**src/rtl/iob_pwm_rom_sched_if.sv**
```systemverilog
// Read port of the shared single-port waveform ROM (registered read, 1-cycle latency).
// The scheduler is the master; the ROM is the slave.
interface iob_pwm_rom_sched_if #(
  parameter int unsigned ROM_ADDR_W = 7,
  parameter int unsigned ROM_DATA_W = 16
);
  logic                  rom_r_en;
  logic [ROM_ADDR_W-1:0] rom_addr;
  logic [ROM_DATA_W-1:0] rom_rdata;

  modport master (
    output rom_r_en,
    output rom_addr,
    input  rom_rdata
  );

  modport slave (
    input  rom_r_en,
    input  rom_addr,
    output rom_rdata
  );
endinterface

```
**src/rtl/iob_pwm_rom_sched.sv**
```systemverilog
// N_CH PWM channels sharing one waveform ROM. A round-robin arbiter fetches one sample per
// channel period and scales it by that channel's period to form the next duty value.
module iob_pwm_rom_sched #(
  parameter int unsigned N_CH       = 4,
  parameter int unsigned PER_W      = 16,
  parameter int unsigned ROM_ADDR_W = 7,
  parameter int unsigned ROM_DATA_W = 16
) (
  input  logic                    clk,
  input  logic                    rst,
  input  logic [N_CH-1:0]         ch_en,
  input  logic [N_CH*PER_W-1:0]   ch_period,
  input  logic                    ovf_clr,
  iob_pwm_rom_sched_if.master     rom,
  output logic [N_CH-1:0]         pwm_out,
  output logic [N_CH-1:0]         overflow,
  output logic                    busy
);

  localparam int unsigned GW = (N_CH > 1) ? $clog2(N_CH) : 1;
  localparam int unsigned MW = ROM_DATA_W + PER_W;
  localparam logic [GW-1:0] LastCh = GW'(N_CH - 1);

  typedef enum logic [1:0] {StIdle, StRead, StCapture} state_e;

  state_e          state_q, state_d;
  logic [GW-1:0]   grant_q, grant_d;

  logic [PER_W-1:0]      per         [N_CH];
  logic [PER_W-1:0]      cnt_q       [N_CH];
  logic [ROM_ADDR_W-1:0] idx_q       [N_CH];
  logic [PER_W-1:0]      duty_next_q [N_CH];
  logic [PER_W-1:0]      duty_act_q  [N_CH];

  logic [N_CH-1:0] active, active_q, start, wrap, cap, ovf_set;
  logic [N_CH-1:0] pend_q, pwm_q, ovf_q, others;

  logic [PER_W-1:0] per_g;
  logic [MW-1:0]    prod;
  logic [PER_W-1:0] scaled;

  // First requester strictly after the last grant, wrapping around.
  function automatic logic [GW-1:0] rr_pick(input logic [N_CH-1:0] req,
                                            input logic [GW-1:0]   last);
    logic [GW-1:0] pick;
    logic          found;
    int unsigned   c;
    pick  = last;
    found = 1'b0;
    for (int unsigned k = 1; k <= N_CH; k++) begin
      c = (32'(last) + k) % N_CH;
      if (!found && req[GW'(c)]) begin
        pick  = GW'(c);
        found = 1'b1;
      end
    end
    return pick;
  endfunction

  always_comb begin
    for (int i = 0; i < int'(N_CH); i++) begin
      per[i]     = ch_period[i*PER_W +: PER_W];
      active[i]  = ch_en[i] && (per[i] != '0);
      start[i]   = active[i] && !active_q[i];
      // >= rather than == so a live period decrease below cnt still wraps promptly
      wrap[i]    = active[i] && !start[i] && (cnt_q[i] >= per[i] - PER_W'(1));
      cap[i]     = (state_q == StCapture) && (grant_q == GW'(i));
      ovf_set[i] = wrap[i] && pend_q[i] && !cap[i];
    end
  end

  // Full-width product keeps the scaled duty strictly below the period.
  assign per_g  = per[grant_q];
  assign prod   = MW'(rom.rom_rdata) * MW'(per_g);
  assign scaled = prod[ROM_DATA_W +: PER_W];

  always_comb begin
    state_d      = state_q;
    grant_d      = grant_q;
    rom.rom_r_en = 1'b0;
    rom.rom_addr = '0;
    others       = pend_q & ~(N_CH'(1) << grant_q);
    unique case (state_q)
      StIdle: begin
        if (|pend_q) begin
          grant_d = rr_pick(pend_q, grant_q);
          state_d = StRead;
        end
      end
      StRead: begin
        rom.rom_r_en = 1'b1;
        rom.rom_addr = idx_q[grant_q];
        state_d      = StCapture;
      end
      StCapture: begin
        if (|others) begin
          grant_d = rr_pick(others, grant_q);
          state_d = StRead;
        end else begin
          state_d = StIdle;
        end
      end
      default: state_d = StIdle;
    endcase
  end

  always_ff @(posedge clk or posedge rst) begin
    if (rst) begin
      state_q <= StIdle;
      grant_q <= LastCh;
    end else begin
      state_q <= state_d;
      grant_q <= grant_d;
    end
  end

  always_ff @(posedge clk or posedge rst) begin
    if (rst) begin
      active_q <= '0;
      pend_q   <= '0;
      pwm_q    <= '0;
      ovf_q    <= '0;
      for (int i = 0; i < int'(N_CH); i++) begin
        cnt_q[i]       <= '0;
        idx_q[i]       <= '0;
        duty_next_q[i] <= '0;
        duty_act_q[i]  <= '0;
      end
    end else begin
      active_q <= active;
      ovf_q    <= (ovf_clr ? '0 : ovf_q) | ovf_set;
      for (int i = 0; i < int'(N_CH); i++) begin
        pwm_q[i] <= active[i] && (cnt_q[i] < duty_act_q[i]);
        if (!active[i]) begin
          cnt_q[i]      <= '0;
          idx_q[i]      <= '0;
          pend_q[i]     <= 1'b0;
          duty_act_q[i] <= '0;
        end else if (start[i]) begin
          // Fresh start: state is already zero, request sample 0 right away.
          cnt_q[i]  <= (per[i] == PER_W'(1)) ? '0 : PER_W'(1);
          pend_q[i] <= 1'b1;
        end else begin
          cnt_q[i] <= wrap[i] ? '0 : cnt_q[i] + PER_W'(1);
          if (cap[i]) begin
            duty_next_q[i] <= scaled;
            idx_q[i]       <= idx_q[i] + ROM_ADDR_W'(1);
          end
          if (wrap[i]) begin
            duty_act_q[i] <= duty_next_q[i];
            pend_q[i]     <= 1'b1;
          end else if (cap[i]) begin
            pend_q[i] <= 1'b0;
          end
        end
      end
    end
  end

  assign pwm_out  = pwm_q;
  assign overflow = ovf_q;
  assign busy     = (state_q != StIdle);

endmodule
```
**src/flat_wrapper.sv**
```systemverilog
// flat-port wrapper written by rule: the top's interface ports become plain ports
module iob_pwm_rom_sched_flat 
#(
  parameter int unsigned N_CH       = 4,
  parameter int unsigned PER_W      = 16,
  parameter int unsigned ROM_ADDR_W = 7,
  parameter int unsigned ROM_DATA_W = 16
)
  (clk, rst, ch_en, ch_period, ovf_clr, pwm_out, overflow, busy, rom_rom_r_en, rom_rom_addr, rom_rom_rdata);
  iob_pwm_rom_sched_if #(.ROM_ADDR_W(ROM_ADDR_W), .ROM_DATA_W(ROM_DATA_W)) rom_i ();
  input  logic clk;
  input  logic rst;
  input  logic [N_CH-1:0] ch_en;
  input  logic [N_CH*PER_W-1:0] ch_period;
  input  logic ovf_clr;
  output logic [N_CH-1:0] pwm_out;
  output logic [N_CH-1:0] overflow;
  output logic busy;
  output wire logic [$bits(rom_i.rom_r_en)-1:0] rom_rom_r_en;
  output wire logic [$bits(rom_i.rom_addr)-1:0] rom_rom_addr;
  input wire logic [$bits(rom_i.rom_rdata)-1:0] rom_rom_rdata;
  assign rom_rom_r_en = rom_i.rom_r_en;
  assign rom_rom_addr = rom_i.rom_addr;
  assign rom_i.rom_rdata = rom_rom_rdata;
  iob_pwm_rom_sched #(.N_CH(N_CH), .PER_W(PER_W), .ROM_ADDR_W(ROM_ADDR_W), .ROM_DATA_W(ROM_DATA_W)) u_core (.clk(clk), .rst(rst), .ch_en(ch_en), .ch_period(ch_period), .ovf_clr(ovf_clr), .rom(rom_i), .pwm_out(pwm_out), .overflow(overflow), .busy(busy));
endmodule
```
**config.mk**
```make
export PLATFORM = sky130hd
export DESIGN_NAME = iob_pwm_rom_sched_flat
export DESIGN_NICKNAME = d
export VERILOG_FILES = /design/src/rtl/iob_pwm_rom_sched_if.sv /design/src/rtl/iob_pwm_rom_sched.sv /design/src/flat_wrapper.sv
export SDC_FILE = /design/constraint.sdc
export NUM_CORES = 1
export LEC_CHECK = 0
export ABC_AREA = 1
export CORE_MARGIN = 3
export CORE_UTILIZATION = 55
export CTS_BUF_LIST = sky130_fd_sc_hd__clkbuf_16
export DETAILED_ROUTE_END_ITERATION = 16
export PLACE_DENSITY = 0.75
export SYNTH_ARGS = -nofsm -noshare
export SYNTH_HDL_FRONTEND = slang
export SYNTH_SLANG_ARGS = --single-unit
```
**constraint.sdc**
```tcl
create_clock -name clk -period 9.7 [get_ports clk]
set_clock_uncertainty 0.05 [all_clocks]
set_input_delay 2.91 -clock clk [delete_from_list [all_inputs] [get_ports clk]]
set_output_delay 2.91 -clock clk [all_outputs]
set_load 0.005 [all_outputs]
```
## Word level (Yosys, flattened, before mapping)

Index checks and enable logic that the tools add are counted.

- Bits in registers: 240
- Input bits: 87

- Add/sub/neg operators: 16
- Multiply operators: 1
- Magnitude comparators: 13
- Equality and inequality tests: 29
- Shift-type cells: 1
- Multiplexer cells: 113
- Bitwise operators: 8
- Reduce and logical (&&, ||, !) cells: 79

Operator list:

| operator | number |
|---|---|
| 16-bit two-way mux | 26 |
| 7-bit two-way mux | 15 |
| 16-bit by 1-bit adder with 16-bit output, second input constant | 4 |
| 16-bit by 1-bit equality test with 1-bit output, second input constant | 4 |
| 16-bit >= comparator | 4 |
| 16-bit less-than comparator | 4 |
| 16-bit nonzero test | 4 |
| 16-bit by 1-bit subtractor with 16-bit output, second input constant | 4 |
| 1-bit two-way mux | 48 |
| 1-bit logical AND | 38 |
| 16-bit binary-select mux with 2-bit select | 1 |
| 16-bit by 16-bit multiplier with 32-bit output | 1 |
| 7-bit by 1-bit adder with 7-bit output, second input constant | 4 |
| 2-bit inequality test, second input constant | 13 |
| 2-bit two-way mux | 11 |
| 1-bit logical NOT | 18 |
| 1-bit binary-select mux with 2-bit select | 8 |
| 4-bit inequality test, second input constant | 4 |
| 2-bit AND reduction | 8 |
| 7-bit binary-select mux with 2-bit select | 1 |
| 2-bit by 3-bit less-than comparator with 1-bit output, second input constant | 4 |
| 3-bit AND reduction | 4 |
| 4-bit OR reduction | 2 |
| 2-bit equality test, second input constant | 3 |
| other kinds (19) | 27 |

## Depth between registers and ports, before layout

Gate-level depths: netlist (run 1).

- Depth in word-level cells: 23
- Gate-level depth with buffers: 32
- Depth with buffers taken out: 29

## Worst setup path before layout (run 1)

No wires, ideal clock.

- Kind: in2reg
- Start point: in ch_period[8]
- End point: reg u_core.duty_next_q[53] (netlist bit)
- Library setup time: 0.126 ns
- Arrival: 8.178 ns
- Setup slack: 1.346 ns
- Stages on the path: 26
- Path buffers: 1
- Path through: inv_1 o21ai_0 nand2_1 inv_1 buf_2 nand2_1 fa_1 inv_1 fa_1 inv_1 fa_1 inv_1 fa_1 fa_1 inv_1 fa_1 inv_1 ha_1 a21oi_1 o21ai_0 a21oi_1 a21boi_0 nand2_1 or2_2 nand3_1 o21ai_0

- Cells in the longest elaborated chain, start to end: 5

Ends and longest elaborated chain:

| element | RTL line | source |
|---|---|---|
| from (decl) | flat_wrapper.sv:14 | `input logic [N_CH*PER_W-1:0] ch_period;` |
| parallel branches: the longest is 5 deep, another holds 16-bit by 16-bit multiplier with 32-bit output | -- |  |
| to (signal, indexed assignment) | iob_pwm_rom_sched.sv:146 | `duty_next_q[i] <= scaled;` |
| to (decl) | iob_pwm_rom_sched.sv:32 | `logic [PER_W-1:0] duty_next_q [N_CH];` |

Several ways; the timed one is not identified. The select of a mux whose other input is x is not followed.
A chain may end at the register's enable or synchronous reset.

## Worst setup path after layout (run 1)

- Start point: in ch_period[59]
- End point: reg u_core.duty_next_q[11] (netlist bit)

Same word-level chain as after synthesis.

==> out/metrics.csv, run 1 <==
metric,value,unit
dieArea,45600,um2
grt_pass1_wl,117000,um
worst_pin_slew,1.22,ns
cts.sink_count,240,
grt_antenna_before_repair,0,
initialDrtViolationCount,1985,
startpoint_type,input pin,
yosysUniqueCellTypes,59,
ctsHoldBuffers,0,
holdCritStartpoint,u_core.state_q[1],
holdPathStages,1,
clockRootBuffer,clkbuf_16,
grt_overflow,0,
syn_avg_cell_area,7.94,um2
cts_setup_buffers,0,
design_area,27000,um2
coreArea,42200,um2
cp-end-kind,flop,
grt_pass1_vias,21800,
clkLatencyLatePin,0.58,ns
max_freq,0.108,GHz
portBuffers,103,
timing.rr.start,u_core.grant_q[0],
cts_buffers,27,
num_rows,75,
first_pass_iters,6,
critPathMaxFanout,8,
die_w,213,um
ys.flop_type,dfrtp_1,
post_drt_wl_per_cell,20.0,um
fin_nets,3693,
syn-cell-area,23700,um2
finalWirelength,74400,um
ys_seq_area_frac,0.254,
drv_cap,0,
fin_crit,9.24,ns
fin_crit_sh,0.952,
clkTransAtPathRegs,0.06,ns
regToRegSetupSlack,2.02,ns
start_util,0.561,
hp-class,reg2reg,
maxSlewHeadroom,0.186,
vias_per_cell,5.76,
cp.required,10.11,ns
whs_endpoint,u_core.state_q[1],
cts_max_level,1,
ctsResizeCount,0,
synth_cells,2983,
syn_nets,3512,
fp.dieH,213,um
gp_congestion,0.982,
crit_arrival,9.65,ns
ant_nets,0,
crit_slowest_cell,clkdlybuf4s50_1,
antenna_cells,0,
cts_tree,yes,
post-dp-hpwl,60300,um
critPathMaxStageDelay,0.58,ns
area_growth,13.9,%
timing.rr.end,u_core.duty_next_q[11],
critical_path_class,in2reg,
synth-edff-count,0,
finalSetupViolCount,0,
clock_path_buffers,3,
rsz0062_at_grt,no,
ys_ff_latch,240,
via_count,21500,
post_dp_cell_area,26000,um2
drive_gt1_frac,0.0707,
yosysWarnings,0,
hold_viol,0,
status,completed,
slew_viol_final,0,
path_common_cell,fa_1,
synthArstFlopShare,1.00,
grt_usage,0.331,
io_pins,104,
drc,0,
ff2ff_path_depth,25,
grt_max_degree,121,
-- layout by cell type (no fill, tap or decap), types with 103 or more instances in the layout --
cell / n
nand2_1: 506
a21oi_1: 138
inv_1: 538
o21ai_0: 127
buf_4: 113
clkdlybuf4s50_1: 103
nand3_1: 187
ha_1: 249
fa_1: 193
dfrtp_1: 238
nor2_1: 334
-- layout make-up --
type	instances	area, um2
repair buffers	222	2000
fillers	3643	15300
inverters	553	2090
flip-flops and latches	240	6010
multi-input cells	2120	15200
clock inverters	22	258
well taps	539	674
clock buffers	27	676
-- logic make-up (layout without fill, tap and decap cells) --
kind of cell	count (synthesis)	count (layout)	synth area share
simple gates	1179	1179	0.217
buf+inv	623	824	0.102
fa+ha+maj	442	442	0.295
compound gates	389	389	0.0911
flops	240	240	0.254
xor+xnor	110	110	0.0413
-- metal layers --
metal,global-route usage,up-vias,share of wire
li1,-,9863,-
met1,0.418,10400,0.39
met4,0.175,0,0.065
met5,0,-,0
met3,0.0538,214,0.079
met2,0.550,956,0.47
-- cell usage after synthesis (6+ instances only) --
| cell type | count | area share |
|---|---|---|
| nor3b_1 | 6 | 0.0019 |
| nand2_1 | 506 | 0.080 |
| nand2_2 | 11 | 0.0029 |
| nor2_2 | 6 | 0.0016 |
| nand3_1 | 187 | 0.040 |
| o21ai_1 | 29 | 0.0061 |
| o211ai_1 | 16 | 0.0051 |
| ha_1 | 249 | 0.13 |
| xnor2_1 | 24 | 0.0089 |
| xor2_1 | 84 | 0.031 |
| nor4_1 | 8 | 0.0021 |
| inv_1 | 535 | 0.085 |
| dfrtp_1 | 238 | 0.25 |
| fa_1 | 193 | 0.16 |
| a21boi_0 | 6 | 0.0019 |
| clkbuf_1 | 22 | 0.0035 |
| o22ai_1 | 33 | 0.0087 |
| a31oi_1 | 6 | 0.0016 |
| a21oi_1 | 138 | 0.029 |
| buf_2 | 38 | 0.0080 |
| nor4_2 | 6 | 0.0032 |
| nand4_1 | 34 | 0.0090 |
| nor3_1 | 47 | 0.0099 |
| nand3b_1 | 6 | 0.0019 |
| inv_2 | 11 | 0.0017 |
| o21ai_0 | 127 | 0.027 |
| nor2_1 | 334 | 0.053 |
| clkinv_1 | 6 | 0.00095 |
-- sequential cells by signal, indices dropped and copies added (netlist names) --
name and cells:
u_core.duty_next_q 64, u_core.active_q 4, u_core.grant_q 2, u_core.overflow 4
u_core.cnt_q 64, u_core.duty_act_q 64, u_core.pend_q 4, u_core.pwm_out 4
u_core.state_q 2, u_core.idx_q 28
-- critical path, delay by kind of cell --
family / cells / cell delay [ns]
fa+ha+maj: 7 / 3.35
simple gates: 9 / 1.40
buf+inv: 5 / 1.10
compound gates: 4 / 0.86
-- per-stage QoR --
| stage | setup TNS (ns) | hold slack, ns | worst slack, ns | utilization | std cells |
|---|---|---|---|---|---|
| after CTS | 0 | 0.428 | 0.550 | 0.638 | 3723 |
| after global placement | -0.0139 | 0.408 | -0.0139 | 0.616 | 3674 |
| after detailed placement | 0 | 0.417 | 0.00661 | 0.616 | 3674 |
| final | 0 | 0.425 | 0.464 | 0.638 | 3723 |
| after global routing | 0 | 0.443 | 0.145 | 0.638 | 3723 |
| after floorplan | 0 | 0.394 | 0.155 | - | 2983 |
-- worst max path at each step --
stage,start,to,cells after the start
after floorplan,rst,u_core.active_q[0],1
after global placement,ch_period[9],u_core.duty_next_q[11],26
after detailed placement,ch_period[9],u_core.duty_next_q[13],27
after CTS,ch_period[9],u_core.duty_next_q[45],27
after global routing,ch_period[9],u_core.duty_next_q[43],26
final,ch_period[59],u_core.duty_next_q[11],25
Power of run 1 is left out: the tool's default activity adds up to more than one toggle a clock period on the data nets, which glitch-free logic cannot reach.
==> inputs of run 2 (changes only) <==
--- a/config.mk
+++ b/config.mk
@@ -9,6 +9,7 @@
 export CORE_MARGIN = 3
 export CORE_UTILIZATION = 55
 export CTS_BUF_LIST = sky130_fd_sc_hd__clkbuf_16
+export CTS_CLUSTER_SIZE = 8
 export DETAILED_ROUTE_END_ITERATION = 16
 export PLACE_DENSITY = 0.75
 export SYNTH_ARGS = -nofsm -noshare
==> out/metrics.csv, run 2 (synthesis gave the netlist of run 1 again) <==
metric,value,unit
top_usage_layer,met2,
worst_pin_slew,1.19,ns
ctsHoldBuffers,0,
design_area,27000,um2
portBuffers,103,
startpoint_type,input pin,
finalSetupViolCount,0,
grt_usage,0.336,
grt_max_degree,121,
grt_overflow,0,
cp-end-kind,flop,
clkLatencyLatePin,0.57,ns
area_growth,14.1,%
io_pins,104,
critPathMaxStageDelay,0.58,ns
cts.sink_count,240,
start_util,0.561,
grt_antenna_before_repair,0,
die_w,213,um
hold_viol,0,
timing.final.ws_setup,0.408,ns
hold-worst-slack,0.423,ns
cts_setup_buffers,0,
post_drt_wl_per_cell,20.2,um
ctsResizeCount,0,
fin_crit,9.29,ns
cts_max_level,2,
fp.dieH,213,um
clockRootBuffer,clkbuf_16,
grt_util_met3,0.0603,
crit_slowest_cell,clkdlybuf4s50_1,
gp_congestion,0.982,
antenna_cells,0,
ant_nets,0,
max_freq,0.108,GHz
fin_crit_sh,0.958,
dieArea,45600,um2
post-dp-hpwl,60300,um
coreArea,42200,um2
slew_viol_final,0,
grt_util_met1,0.421,
critical_path_class,in2reg,
grt_pass1_vias,21800,
largestRegisters,"u_core.cnt_q x64, u_core.duty_act_q x64, u_core.duty_next_q x64",
clkTransAtPathRegs,0.05,ns
crit_arrival,9.69,ns
via_count,21400,
grt_pass1_wl,118000,um
vias_per_cell,5.76,
cts_tree,yes,
first_pass_iters,8,
met2_usage,0.550,
final_cell_mix,"537 x inv_1, 506 x nand2_1, 334 x nor2_1",
num_rows,75,
drc,0,
drv_cap,0,
path_common_cell,fa_1,
finalWirelength,75100,um
critPathMaxFanout,8,
cp.required,10.10,ns
mostFrequentLayoutCell,inv_1,
status,completed,
post_dp_cell_area,26000,um2
rsz0062_at_grt,no,
initialDrtViolationCount,1870,
maxSlewHeadroom,0.209,
hp-class,reg2reg,
cts_buffers,36,
fin_nets,3702,
drive_gt1_frac,0.0701,
clock_path_buffers,3,
place_ws,0.00661,ns
==> run 2: final cells by class <==
class	count	area, um2
sequential	240	6010
fill	3634	15200
timing repair buffer	222	2000
clock buffer	36	901
tap	539	674
inverter	553	2090
multi-input combinational	2120	15200
clock inverter	8	96.3
==> run 2: worst max-delay path, delay by kind of cell <==
family,cells,cell delay [ns]
compound gates,5,0.92
fa+ha+maj,7,3.35
buf+inv,6,1.25
simple gates,7,1.24
==> run 2: per-layer routing <==
layer	vias to the layer above	share of wire	wire (um)
li1	9857	-	-
met1	10400	0.38	28800
met3	212	0.083	6270
met4	0	0.066	4970
met5	-	0	0
met2	951	0.47	35000
==> run 2: final timing paths <==
| kind | startpoint | end | slack [ns] | depth (start not counted) |
|---|---|---|---|---|
| setup / recovery | ch_period[59] | u_core.duty_next_q[13] | 0.41 | 25 |
| hold reg to reg | u_core.state_q[1] | u_core.state_q[1] | 0.42 | 1 |
| max in group asynchronous | rst | u_core.pwm_out[1] | 5.20 | 3 |
| min in group asynchronous | rst | u_core.idx_q[8] | 2.85 | 2 |
| hold / removal | u_core.state_q[1] | u_core.state_q[1] | 0.42 | 1 |
| setup reg to reg | u_core.grant_q[0] | u_core.duty_next_q[13] | 1.98 | 25 |
==> run 2: per-stage QoR <==
stage | setup TNS [ns] | cells | util
after floorplan | 0 | 2983 | -
after global placement | -0.0139 | 3674 | 0.616
after detailed placement | 0 | 3674 | 0.616
after CTS | 0 | 3718 | 0.640
after global routing | 0 | 3718 | 0.640
final | 0 | 3718 | 0.640
Power of run 2 is left out for the same reason.
